===== src/rtl/vga_pkg.sv =====
// Shared constants, FSM encoding and pixel address mapping for the VRAM arbiter.
package vga_pkg;

  localparam int H_PIX  = 640;
  localparam int V_PIX  = 480;
  localparam int ADDR_W = 19;
  localparam int PIX_W  = 12;

  // Arbiter FSM encoding
  localparam logic [0:0] ST_IDLE  = 1'b0;
  localparam logic [0:0] ST_CLEAR = 1'b1;

  // row*640 + col built from shifts so no multiplier is inferred
  function automatic logic [ADDR_W-1:0] pix_addr(input logic [8:0] row, input logic [9:0] col);
    logic [ADDR_W-1:0] r_ext;
    logic [ADDR_W-1:0] c_ext;
    r_ext = {{(ADDR_W-9){1'b0}}, row};
    c_ext = {{(ADDR_W-10){1'b0}}, col};
    return (r_ext << 9) + (r_ext << 7) + c_ext;
  endfunction

endpackage


===== src/rtl/pix_fifo.sv =====
// Small synchronous FIFO holding pre-mapped {addr, data} pixel writes.
module pix_fifo #(
  parameter int DEPTH = 4,
  parameter int W     = 31,
  localparam int PW   = $clog2(DEPTH),
  localparam int CW   = $clog2(DEPTH) + 1
) (
  input  logic          clk,
  input  logic          rst_n,
  input  logic          push,
  input  logic          pop,
  input  logic [W-1:0]  din,
  output logic [W-1:0]  dout,
  output logic          full,
  output logic          empty,
  output logic [CW-1:0] count_nxt
);

  logic [W-1:0]  mem_q [DEPTH];
  logic [PW-1:0] wr_ptr_q, wr_ptr_d;
  logic [PW-1:0] rd_ptr_q, rd_ptr_d;
  logic [CW-1:0] count_q, count_d;
  logic          do_push_s;
  logic          do_pop_s;

  assign full      = (count_q == CW'(DEPTH));
  assign empty     = (count_q == {CW{1'b0}});
  assign dout      = mem_q[rd_ptr_q];
  assign count_nxt = count_d;

  // Next pointer and occupancy; overflow/underflow requests are ignored
  always_comb begin
    do_push_s = push & ~full;
    do_pop_s  = pop & ~empty;
    if (do_push_s) begin
      wr_ptr_d = wr_ptr_q + 1'b1;
    end else begin
      wr_ptr_d = wr_ptr_q;
    end
    if (do_pop_s) begin
      rd_ptr_d = rd_ptr_q + 1'b1;
    end else begin
      rd_ptr_d = rd_ptr_q;
    end
    case ({do_push_s, do_pop_s})
      2'b10:   count_d = count_q + 1'b1;
      2'b01:   count_d = count_q - 1'b1;
      default: count_d = count_q;
    endcase
  end

  // Pointer and count registers with synchronous active-low reset
  always_ff @(posedge clk) begin
    if (!rst_n) begin
      wr_ptr_q <= {PW{1'b0}};
      rd_ptr_q <= {PW{1'b0}};
      count_q  <= {CW{1'b0}};
    end else begin
      wr_ptr_q <= wr_ptr_d;
      rd_ptr_q <= rd_ptr_d;
      count_q  <= count_d;
    end
  end

  // Entry storage; contents need no reset because occupancy gates reads
  always_ff @(posedge clk) begin
    if (do_push_s) begin
      mem_q[wr_ptr_q] <= din;
    end
  end

endmodule


===== src/rtl/vram_arbiter.sv =====
// Frame RAM arbiter: display reads first, then clear sweep, then queued pixel writes.
module vram_arbiter #(
  parameter int FIFO_DEPTH = 4,
  parameter int H_PIX      = 640,
  parameter int V_PIX      = 480,
  parameter int ADDR_W     = 19
) (
  input  logic              clk_25mHz,
  input  logic              rst_n,
  input  logic              vga_rdn,
  input  logic [8:0]        vga_row,
  input  logic [9:0]        vga_col,
  output logic [11:0]       vga_din,
  input  logic              wr_valid,
  output logic              wr_ready,
  input  logic [8:0]        wr_row,
  input  logic [9:0]        wr_col,
  input  logic [11:0]       wr_data,
  output logic              wr_drop,
  input  logic              clr_start,
  input  logic [11:0]       clr_color,
  output logic              clr_busy,
  output logic [ADDR_W-1:0] mem_addr,
  output logic              mem_we,
  output logic [11:0]       mem_wdata,
  input  logic [11:0]       mem_rdata
);

  import vga_pkg::*;

  localparam int                CW       = $clog2(FIFO_DEPTH) + 1;
  localparam int                EW       = ADDR_W + PIX_W;
  localparam logic [8:0]        ROW_LIM  = 9'(V_PIX);
  localparam logic [9:0]        COL_LIM  = 10'(H_PIX);
  localparam logic [CW-1:0]     FULL_CNT = CW'(FIFO_DEPTH);
  localparam logic [ADDR_W-1:0] CLR_LAST = ADDR_W'(H_PIX * V_PIX - 1);

  logic [0:0]        state_q, state_d;
  logic [ADDR_W-1:0] clr_ptr_q, clr_ptr_d;
  logic [PIX_W-1:0]  clr_color_q, clr_color_d;
  logic              wr_ready_q, wr_ready_d;
  logic              wr_drop_q, wr_drop_d;

  logic              in_range_s;
  logic              accept_s;
  logic              push_s;
  logic              pop_s;
  logic [EW-1:0]     fifo_din_s;
  logic [EW-1:0]     fifo_dout_s;
  logic              fifo_full_s;
  logic              fifo_empty_s;
  logic [CW-1:0]     fifo_cnt_nxt_s;

  // Read data is a plain pass-through of the synchronous RAM output
  assign vga_din  = mem_rdata;
  assign wr_ready = wr_ready_q;
  assign wr_drop  = wr_drop_q;
  assign clr_busy = (state_q == ST_CLEAR);

  // Map the write coordinate before queueing so the drain path needs no adder
  assign fifo_din_s = {pix_addr(wr_row, wr_col), wr_data};

  pix_fifo #(
    .DEPTH (FIFO_DEPTH),
    .W     (EW)
  ) u_fifo (
    .clk       (clk_25mHz),
    .rst_n     (rst_n),
    .push      (push_s),
    .pop       (pop_s),
    .din       (fifo_din_s),
    .dout      (fifo_dout_s),
    .full      (fifo_full_s),
    .empty     (fifo_empty_s),
    .count_nxt (fifo_cnt_nxt_s)
  );

  // Writer handshake: out-of-range pixels are accepted and discarded; ready tracks next occupancy
  always_comb begin
    in_range_s = (wr_row < ROW_LIM) && (wr_col < COL_LIM);
    accept_s   = wr_valid & wr_ready_q;
    push_s     = accept_s & in_range_s & ~fifo_full_s;
    wr_drop_d  = accept_s & ~in_range_s;
    wr_ready_d = (fifo_cnt_nxt_s != FULL_CNT);
  end

  // RAM port arbitration and clear-sweep sequencing
  always_comb begin
    mem_we      = 1'b0;
    mem_addr    = {ADDR_W{1'b0}};
    mem_wdata   = {PIX_W{1'b0}};
    pop_s       = 1'b0;
    state_d     = state_q;
    clr_ptr_d   = clr_ptr_q;
    clr_color_d = clr_color_q;
    if (!vga_rdn) begin
      mem_addr = pix_addr(vga_row, vga_col);
    end else if (state_q == ST_CLEAR) begin
      mem_we    = 1'b1;
      mem_addr  = clr_ptr_q;
      mem_wdata = clr_color_q;
      if (clr_ptr_q == CLR_LAST) begin
        state_d   = ST_IDLE;
        clr_ptr_d = {ADDR_W{1'b0}};
      end else begin
        clr_ptr_d = clr_ptr_q + 1'b1;
      end
    end else if (!fifo_empty_s) begin
      pop_s     = 1'b1;
      mem_we    = 1'b1;
      mem_addr  = fifo_dout_s[EW-1:PIX_W];
      mem_wdata = fifo_dout_s[PIX_W-1:0];
    end else begin
      mem_we = 1'b0;
    end
    // A start request is only honoured from IDLE; during a sweep it is ignored
    if ((state_q == ST_IDLE) && clr_start) begin
      state_d     = ST_CLEAR;
      clr_ptr_d   = {ADDR_W{1'b0}};
      clr_color_d = clr_color;
    end else begin
      clr_color_d = clr_color_d;
    end
  end

  // Control registers; reset aborts any sweep in progress and leaves RAM as is
  always_ff @(posedge clk_25mHz) begin
    if (!rst_n) begin
      state_q     <= ST_IDLE;
      clr_ptr_q   <= {ADDR_W{1'b0}};
      clr_color_q <= {PIX_W{1'b0}};
      wr_ready_q  <= 1'b1;
      wr_drop_q   <= 1'b0;
    end else begin
      state_q     <= state_d;
      clr_ptr_q   <= clr_ptr_d;
      clr_color_q <= clr_color_d;
      wr_ready_q  <= wr_ready_d;
      wr_drop_q   <= wr_drop_d;
    end
  end

endmodule


===== config.mk =====
export PLATFORM = sky130hd
export DESIGN_NAME = vram_arbiter
export DESIGN_NICKNAME = d
export VERILOG_FILES = /design/src/rtl/vga_pkg.sv /design/src/rtl/pix_fifo.sv /design/src/rtl/vram_arbiter.sv
export SDC_FILE = /design/constraint.sdc
export NUM_CORES = 1
export LEC_CHECK = 0
export ABC_AREA = 1
export CORE_MARGIN = 2
export CORE_UTILIZATION = 64
export DETAILED_ROUTE_END_ITERATION = 8
export DONT_BUFFER_PORTS = 1
export PLACE_DENSITY = 0.8
export RECOVER_POWER = 50
export SLEW_MARGIN = 20
export SYNTH_ARGS = -nofsm -noshare
export SYNTH_HDL_FRONTEND = slang
export SYNTH_SLANG_ARGS = --single-unit

===== constraint.sdc =====
create_clock -name clk_25mHz -period 3.55 [get_ports clk_25mHz]
set_input_delay 0.355 -clock clk_25mHz [delete_from_list [all_inputs] [get_ports clk_25mHz]]
set_output_delay 0.355 -clock clk_25mHz [all_outputs]
set_load 0.02 [all_outputs]

==> flow_metrics.tcl, run 1 <==
set metrics [dict create \
    outcome "finished clean" \
    power_frac_seq_pct 44.4 \
    crit_required_ns 3.19 \
    slew_viol_final 0 \
    nets 955 \
    num_io_pins 126 \
    antenna_found_initial 0 \
    cts_inserted_buffers 17 \
    antenna_cells 0 \
    cts.sinks 167 \
    endpoint_kind "output port" \
    fin_crit_sh_pct 79.6 \
    grtUsageTotal_pct 28.1 \
    die_y_um 117 \
    via_per_inst 6.11 \
    cts_resized 0 \
    initial_core_util_pct 65.2 \
    ys_ff_latch 167 \
    grt_max_degree 63 \
    root_buffer "clkbuf_16" \
    grt_overflow_total 0 \
    wire_per_inst_um 18.3 \
    synth-edff-count 124 \
    cap_violations 0 \
    wirelength_um 18600 \
    fin_total_pwr_uw 5150 \
    yosysWarnings 0 \
    netlist-cell-type-count 35 \
    htree_levels 4 \
    cts_setup_buffers 0 \
    crit_path_start "clr_busy$_SDFFE_PN0P_" \
    p_int_uw 3630 \
    drive_above_1_share_pct 6.16 \
    comb_power_share_pct 18.5 \
    crit_fanout 27 \
    avgSynthCellArea_um2 9.69 \
    synth_ff_type "edfxtp_1" \
    placed_cell_area_mm2 0.00826 \
    ctsHoldBuffers 0 \
    grt_pass1_vias 6133 \
    min_period_ns 2.83 \
    place_congestion 0.924 \
    fp.dieW_um 117 \
    cts_tree "yes" \
    drt_iter0_drc 670 \
    crit_type "flop to output port" \
    p_per_area_mw_per_mm2 580 \
    core_area_mm2 0.0126 \
    power_frac_clock_pct 37.1 \
    synthTopCellsByCount "nand2_1 (131), nor2_1 (131), edfxtp_1 (124)" \
    synthArstFlopShare_pct 0 \
    syn_area_mm2 0.00820 \
    grt_pass1_wl_um 29200 \
    p_leak_uw 0.00337 \
    drc 0 \
    grt_setup_unrepaired "no" \
    rows 41 \
    place_hpwl_um 12500 \
    max_freq_mhz 354 \
    yosysTopAreaCell "edfxtp_1" \
    worstPathArrival_ns 2.47 \
    peakVddDrop_uv 331 \
    ys_seq_area_share_pct 55.9 \
    syn-num-nets 970 \
    hold_viol_final 0 \
    r2r-start "clr_busy$_SDFFE_PN0P_" \
    dr.pass1.iters 5 \
    hp-class "primary input to flop" \
    ant_nets 0 \
    clockBufferDepth 2 \
    tns_ns 0 \
    tightest_slew_ns 0.916 \
    start_kind "flop" \
    die-area_mm2 0.0137 \
    num_vias 6206 \
    setup_viol 0 \
    fillers 894 \
    min_from "wr_data[10]" \
    synth.area.top_cells "edfxtp_1 (45%), dfxtp_1 (10%), ha_1 (6.1%), nand2_1 (6.0%), nor2_1 (6.0%)" \
    skew_ns 0.00922 \
    slew_headroom_pct 38.9 \
    p_switching_uw 1520 \
    clk_pin_slew_ns 0.07 \
    synth.top_cell.area_share_pct 45.4 \
    fin_area_mm2 0.00887 \
    clk_latency_ns 0.43 \
    io_buffer_count 0 \
    sw_frac_of_total_pct 29.6 \
    syn_inst 846 \
    area_growth_pct 8.21 \
]
==> layout by cell type (no fill, tap or decap), types with 12 or more instances in the layout <==
cell type,instances
o22ai_1,26
a21oi_1,33
inv_1,69
o21ai_0,80
clkbuf_16,17
nand2_1,131
nand3_1,41
a22o_1,12
nor2_1,127
xor2_1,15
edfxtp_1,124
dfxtp_1,43
ha_1,40
==> final timing paths <==
kind / to / slack (ns) / cells after the start
max: mem_addr[15] / 0.72 / 5
min: u_fifo.mem_q[1][10]$_DFFE_PP_ / 0.02 / 0
max reg2reg: wr_ready$_SDFF_PN1_ / 1.08 / 8
min reg2reg: u_fifo.rd_ptr_q[1]$_SDFFE_PN0P_ / 0.48 / 2
==> power groups by stage <==
| stage | logic, µW | clock network [µW] | registers, µW |
|---|---|---|---|
| 2_1_floorplan | 749 | 0 | 2310 |
| 3_3_place_gp | 891 | 0 | 2320 |
| 3_5_place_dp | 934 | 0 | 2330 |
| 4_1_cts | 942 | 1930 | 2280 |
| 5_1_grt | 1050 | 2000 | 2290 |
| 6_report | 953 | 1910 | 2290 |
==> metrics by stage <==
| step | instances | setup slack [ns] | util (%) | hold slack, ns |
|---|---|---|---|---|
| 6_report | 1016 | 0.723 | 70.6 | 0.0182 |
| 2_1_floorplan | 846 | 0.966 | - | 0.433 |
| 5_1_grt | 1016 | 0.635 | 70.6 | 0.000846 |
| 3_3_place_gp | 984 | 1.04 | 65.7 | 0.443 |
| 3_5_place_dp | 984 | 0.926 | 65.7 | 0.454 |
| 4_1_cts | 1016 | 0.758 | 70.6 | 0.00223 |
==> critical path, cell delays in order (launching register included) <==
cell and delay (ns):
dfxtp_1 0.69, nand2_4 0.28, inv_2 0.45, nand2_1 0.13
a21boi_0 0.19, o21ai_0 0.30
==> cell type report <==
cell class | instances | area (µm²) | share of cell area (%)
flip-flops and latches | 167 | 4580 | 51.7
multi-input cells | 563 | 3110 | 35.1
clock buffers | 17 | 425 | 4.79
inverters | 72 | 273 | 3.07
well taps | 172 | 215 | 2.43
clock inverters | 15 | 191 | 2.16
repair buffers | 10 | 72.6 | 0.818
==> state kept, by name, indices dropped and copies added (netlist names), named ones only <==
register	flops
clr_ptr_q	19
u_fifo.mem_q	124
u_fifo.rd_ptr_q	2
u_fifo.count_q	3
wr_ready	1
u_fifo.wr_ptr_q	2
clr_color_q	12
wr_drop	1
clr_busy	1
==> per-layer routing <==
layer / part of all wire [%] / vias to the layer above / global-route usage, % / routed length (µm)
met2: 49 / 290 / 46.3 / 9080
met3: 7.5 / 47 / 6.02 / 1400
met1: 41 / 2979 / 35.7 / 7630
met4: 2.4 / 0 / 13.3 / 442
li1: - / 2890 / - / -
met5: 0 / - / 0 / 0
==> kinds of logic after synthesis <==
group / count (synthesis) / synth area share [%]
fa+ha+maj: 45 / 7.32
simple gates: 327 / 16.5
compound gates: 174 / 12.2
buf+inv: 116 / 6.27
flops: 167 / 55.9
xor+xnor: 17 / 1.82
Power figures use the tool's default switching activity.
==> run 2: changes to the inputs <==
==> constraint.sdc (replaced) <==
create_clock -name clk_25mHz -period 2.7 [get_ports clk_25mHz]
set_input_delay 0.27 -clock clk_25mHz [delete_from_list [all_inputs] [get_ports clk_25mHz]]
set_output_delay 0.27 -clock clk_25mHz [all_outputs]
set_load 0.02 [all_outputs]
==> run 2 against run 1 <==
  * Sequential power is 31% higher
  * Clock skew decreased by 0.0019 ns
  * Setup slack got worse by 0.52 ns
  * Wire length increased by 2.7%
  * Highest routed layer unchanged
  * Register-to-register slack worse by 0.67 ns
  * Sequential cell count unchanged
  * Largest power group unchanged
  * Die area stayed put
  * Clock-buffer cell count up 3
  * Core utilization is 2.4 points higher
  * Final area up 3.5%
  * Power up 29%
  * Global-route usage rose by 0.55 points
==> flow_metrics.tcl, run 2 (synthesis results as in run 1) <==
set metrics [dict create \
    endpoint_kind "output port" \
    worstPathArrival_ns 2.23 \
    reg.largest.list "u_fifo.mem_q x124, clr_ptr_q x19, clr_color_q x12" \
    fp.dieW_um 117 \
    core_area_mm2 0.0126 \
    dr.pass1.iters 6 \
    area_growth_pct 11.9 \
    regMostFlops "u_fifo.mem_q" \
    final_common_cell "nand2_1" \
    finish.utilization_pct 73.0 \
    crit_cells 6 \
    grt_setup_unrepaired "no" \
    drt_iter0_drc 642 \
    rows 41 \
    placed_cell_area_mm2 0.00830 \
    crit_type "flop to output port" \
    hp-class "primary input to flop" \
    crit_buf_inv 2 \
    grt_overflow_total 0 \
    fin_area_mm2 0.00918 \
    num_vias 6353 \
    clk_pin_slew_ns 0.06 \
    cp_slowest_cell "buf_4" \
    initial_core_util_pct 65.2 \
    num_io_pins 126 \
    wirelength_um 19100 \
    hold_path_depth 2 \
    crit_required_ns 2.43 \
    antenna_cells 0 \
    crit_chain "buf_4 > o21ai_0 > o22ai_1 > a21boi_0 > o21ai_0 > buf_4" \
    setup_viol 0 \
    tightest_slew_ns 0.905 \
    fillers 855 \
    start_kind "flop" \
    tns_ns 0 \
    skew_ns 0.00733 \
    drive_above_1_share_pct 6.00 \
    die-area_mm2 0.0137 \
    htree_levels 4 \
    reg2regPathDepth 6 \
    outcome "finished clean" \
    place_hpwl_um 12200 \
    cts.sinks 167 \
    critical-path-max-stage-delay_ns 0.48 \
    drc 0 \
    ant_nets 0 \
    clk_latency_ns 0.42 \
    wire_per_inst_um 18.1 \
    io_buffer_count 0 \
    largest_register_ffs 124 \
    fin_crit_sh_pct 92.6 \
    clockBufferDepth 2 \
    slew_headroom_pct 39.6 \
    nets 994 \
    die_y_um 117 \
    crit_fanout 62 \
    max_freq_mhz 400 \
    p_per_area_mw_per_mm2 722 \
    grt_pass1_wl_um 29500 \
    slew_viol_final 0 \
    path_delay_family "compound AO/OA/AOI/OAI gates" \
    cts_tree "yes" \
    fin_total_pwr_uw 6620 \
    peakVddDrop_uv 435 \
    cap_violations 0 \
    root_buffer "clkbuf_16" \
    p_leak_uw 0.00350 \
    grtUsageTotal_pct 28.6 \
    via_per_inst 6.02 \
    cts_inserted_buffers 17 \
    antenna_found_initial 0 \
    grt_max_degree 63 \
    place_congestion 0.911 \
    final_cell_mix "nand2_1 (131), nor2_1 (127), edfxtp_1 (124)" \
    grt_pass1_vias 6220 \
    min_period_ns 2.50 \
    hold_viol_final 0 \
]
## run 2: changes by cell type in the layout (fill, tap and decap cells not counted), moves of 2 or more
cell	delta
inv_6	-2
clkbuf_1	+4
inv_8	-2
dlygate4sd3_1	+33
clkinv_2	+2
buf_4	+5
## run 2: cell type report
cell class	count	area, µm²	area share, %
multi-input cells	563	3100	33.8
clock buffers	20	437	4.76
flip-flops and latches	167	4580	49.9
repair buffers	49	444	4.84
clock inverters	12	126	1.38
well taps	172	215	2.34
inverters	72	273	2.97
## run 2: worst reg2reg max path: stages, from the launching register on
cell and delay [ns]:
dfxtp_1 0.46, nand2_1 0.13, a31oi_1 0.16, nand2_1 0.09, clkbuf_1 0.24, nor2_2 0.13, clkbuf_2 0.70
## run 2: stage by stage
step | setup WS [ns] | hold WS (ns) | instances
detailed placement | 0.339 | 0.369 | 990
global route | 0.0427 | 0.0272 | 1055
finish | 0.201 | 0.0184 | 1055
floorplan | 0.116 | 0.369 | 846
global placement | 0.374 | 0.369 | 990
CTS | 0.268 | 0.000393 | 1055
## run 2: repair_timing
item / 4_1_cts / 5_1_grt
setup buffers: 0 / 0
hold buffers: 33 / 0
endpoints found under the hold margin: 92 / 0
gates resized for setup: 0 / 0
## run 2: power breakdown
| group | internal [µW] | total, µW | switching (µW) |
|---|---|---|---|
| combinational | 387 | 1320 | 929 |
| sequential | 2940 | 3010 | 60.8 |
| clock | 1360 | 2300 | 943 |
## run 2: worst paths after layout
| path | startpoint | end | slack, ns |
|---|---|---|---|
| min | rst_n | u_fifo.count_q[2]$_SDFF_PN0_ | 0.02 |
| min reg2reg | u_fifo.rd_ptr_q[1]$_SDFFE_PN0P_ | flop | 0.47 |
| max reg2reg | wr_ready$_SDFF_PN1_ | u_fifo.mem_q[2][5]$_DFFE_PP_ | 0.41 |
| max | flop | mem_addr[15] | 0.20 |
## run 2: per-layer routing
layer | GRT usage [%] | vias to the layer above | part of all wire (%)
li1 | - | 2964 | -
met1 | 36.4 | 3008 | 39
met2 | 47.0 | 336 | 49
met3 | 6.80 | 45 | 9.4
met4 | 12.9 | 0 | 2.1
met5 | 0 | - | 0
==> run 3: changes to the inputs <==
--- a/config.mk
+++ b/config.mk
@@ -6,11 +6,13 @@
 export NUM_CORES = 1
 export LEC_CHECK = 0
 export ABC_AREA = 1
+export CELL_PAD_IN_SITES_DETAIL_PLACEMENT = 1
+export CELL_PAD_IN_SITES_GLOBAL_PLACEMENT = 1
 export CORE_MARGIN = 2
-export CORE_UTILIZATION = 64
+export CORE_UTILIZATION = 49
 export DETAILED_ROUTE_END_ITERATION = 8
 export DONT_BUFFER_PORTS = 1
-export PLACE_DENSITY = 0.8
+export PLACE_DENSITY_LB_ADDON = 0.1
 export RECOVER_POWER = 50
 export SLEW_MARGIN = 20
 export SYNTH_ARGS = -nofsm -noshare
==> run 3 against run 2 <==
  * Via count up 0.46%
  * First-iteration DRC count down 37%
  * Clock-buffer cell count down 2
  * Wire length up 18%
  * Sequential power about the same
  * Non-clock buffer count up 6
  * Register-to-register slack worse by 0.12 ns
  * Combinational power up 5%
  * Sequential share of layout area down 0.57 points
  * Final cell count up 4.9%
  * Hold slack better by 0.011 ns
  * Largest power group unchanged
==> flow_metrics.tcl, run 3 (synthesis results as in run 1) <==
set metrics [dict create \
    crit_fanout 14 \
    sw_frac_of_total_pct 31.3 \
    power_frac_clock_pct 33.3 \
    clk_pin_slew_ns 0.06 \
    grt_pass1_vias 6582 \
    hold_viol_final 0 \
    regMostFlops "u_fifo.mem_q" \
    core_area_mm2 0.0165 \
    endpoint_kind "output port" \
    reg.largest.list "u_fifo.mem_q x124, clr_ptr_q x19, clr_color_q x12" \
    crit_type "flop to output port" \
    slew_headroom_pct 36.3 \
    wl_met1_um 9790 \
    tightest_slew_ns 0.955 \
    p_int_uw 4540 \
    dr.pass1.iters 4 \
    start_kind "flop" \
    p_per_area_mw_per_mm2 711 \
    cts_tree "yes" \
    nets 1000 \
    grt_max_degree 43 \
    clockBufferDepth 2 \
    io_buffer_count 0 \
    num_io_pins 126 \
    finish.utilization_pct 56.4 \
    antenna_cells 0 \
    wirelength_um 22500 \
    power_frac_seq_pct 45.6 \
    final_common_cell "nand2_1" \
    hp-class "primary input to flop" \
    peakVddDrop_uv 476 \
    grt_overflow_total 0 \
    worstPathArrival_ns 2.24 \
    wl_met2_um 11400 \
    die_y_um 133 \
    grtUsageTotal_pct 25.8 \
    max_freq_mhz 398 \
    drive_above_1_share_pct 6.76 \
    clk_latency_ns 0.43 \
    p_switching_uw 2060 \
    place_hpwl_um 15100 \
    grt_setup_unrepaired "no" \
    cap_violations 0 \
    min_period_ns 2.51 \
    fp.dieW_um 133 \
    p_leak_uw 0.00352 \
    place_congestion 0.902 \
    root_buffer "clkbuf_16" \
    tns_ns 0 \
    largest_register_ffs 124 \
    fin_ws_ns 0.187 \
    initial_core_util_pct 49.8 \
    drc 0 \
    antenna_found_initial 0 \
    comb_power_share_pct 21.1 \
    slew_viol_final 0 \
    fillers 1842 \
    wl_met3_um 944 \
    skew_ns 0.0104 \
    area_growth_pct 13.2 \
    highest_layer "met4" \
    htree_levels 4 \
    fin_crit_sh_pct 93.1 \
    grt_pass1_wl_um 35500 \
    final_cell_mix "nand2_1 (131), nor2_1 (127), edfxtp_1 (124)" \
    wire_per_inst_um 20.3 \
    rows 47 \
    num_vias 6382 \
    crit_required_ns 2.43 \
    cts.sinks 167 \
    die-area_mm2 0.0178 \
    drt_iter0_drc 403 \
    ant_nets 0 \
    setup_viol 0 \
    via_per_inst 5.77 \
    pre_cts_ws_ns 0.273 \
    outcome "finished clean" \
    cts_inserted_buffers 17 \
]
[run 3: cell types whose count changed in the layout (fill, tap and decap cells not counted), sizes merged]
| cell | before | now |
|---|---|---|
| inv | 74 | 76 |
| buf | 14 | 18 |
| clkbuf | 22 | 21 |
| bufinv | 2 | 0 |
| dlygate4sd3 | 33 | 34 |
| clkinv | 7 | 6 |
| clkinvlp | 1 | 2 |
[run 3: final timing paths]
check                                                     start  cells after the start  slack (ns)                         endpoint
worst min-delay path                                      rst_n                      2        0.03  u_fifo.rd_ptr_q[0]$_SDFFE_PN0P_
worst max register to register              wr_ready$_SDFF_PN1_                      6        0.29    u_fifo.mem_q[0][23]$_DFFE_PP_
worst min register to register  u_fifo.rd_ptr_q[1]$_SDFFE_PN0P_                      2        0.47                             flop
worst max-delay path                                       flop                      5        0.19                     mem_wdata[8]
[run 3: layer usage]
layer / vias to the layer above / GRT usage (%)
li1: 2976 / -
met1: 3204 / 33.7
met2: 173 / 43.8
met3: 29 / 4.19
met4: 0 / 8.92
met5: - / 0
[run 3: critical path, cell delays in order, from the launching register on]
cell	delay (ns)
dfxtp_1	0.33
inv_1	0.36
buf_4	0.29
o21ai_0	0.11
o22ai_1	0.37
a22o_1	0.35
[run 3: power groups by stage]
stage                     Clock [µW]  Combinational [µW]  Sequential (µW)
after floorplan                    0                 984             3040
after global placement             0                1280             3050
after detailed placement           0                1330             3060
after CTS                       2240                1400             3010
after global routing            2330                1530             3020
final                           2190                1390             3010
[run 3: through the flow]
stage | total power (µW) | std cells | hold slack, ns | instance area [µm²]
after floorplan | 4020 | 846 | 0.369 | 8200
after global placement | 4330 | 1043 | 0.369 | 8450
after detailed placement | 4390 | 1043 | 0.369 | 8450
after CTS | 6650 | 1107 | 0.0103 | 9320
after global routing | 6880 | 1107 | 0.0345 | 9290
final | 6600 | 1107 | 0.0296 | 9290
[run 3: layout make-up]
type,instances,area [µm²],share of cell area (%)
sequential,167,4580,49.4
clock inverter,12,98.8,1.06
clock buffer,18,429,4.62
timing repair buffer,55,514,5.54
multi-input combinational,563,3110,33.5
tap,220,275,2.96
inverter,72,273,2.94
[run 3: timing repair]
action                    CTS  global route
resized for setup           0             0
hold buffers               34             0
hold endpoints to repair   94             0
setup buffers               0             0
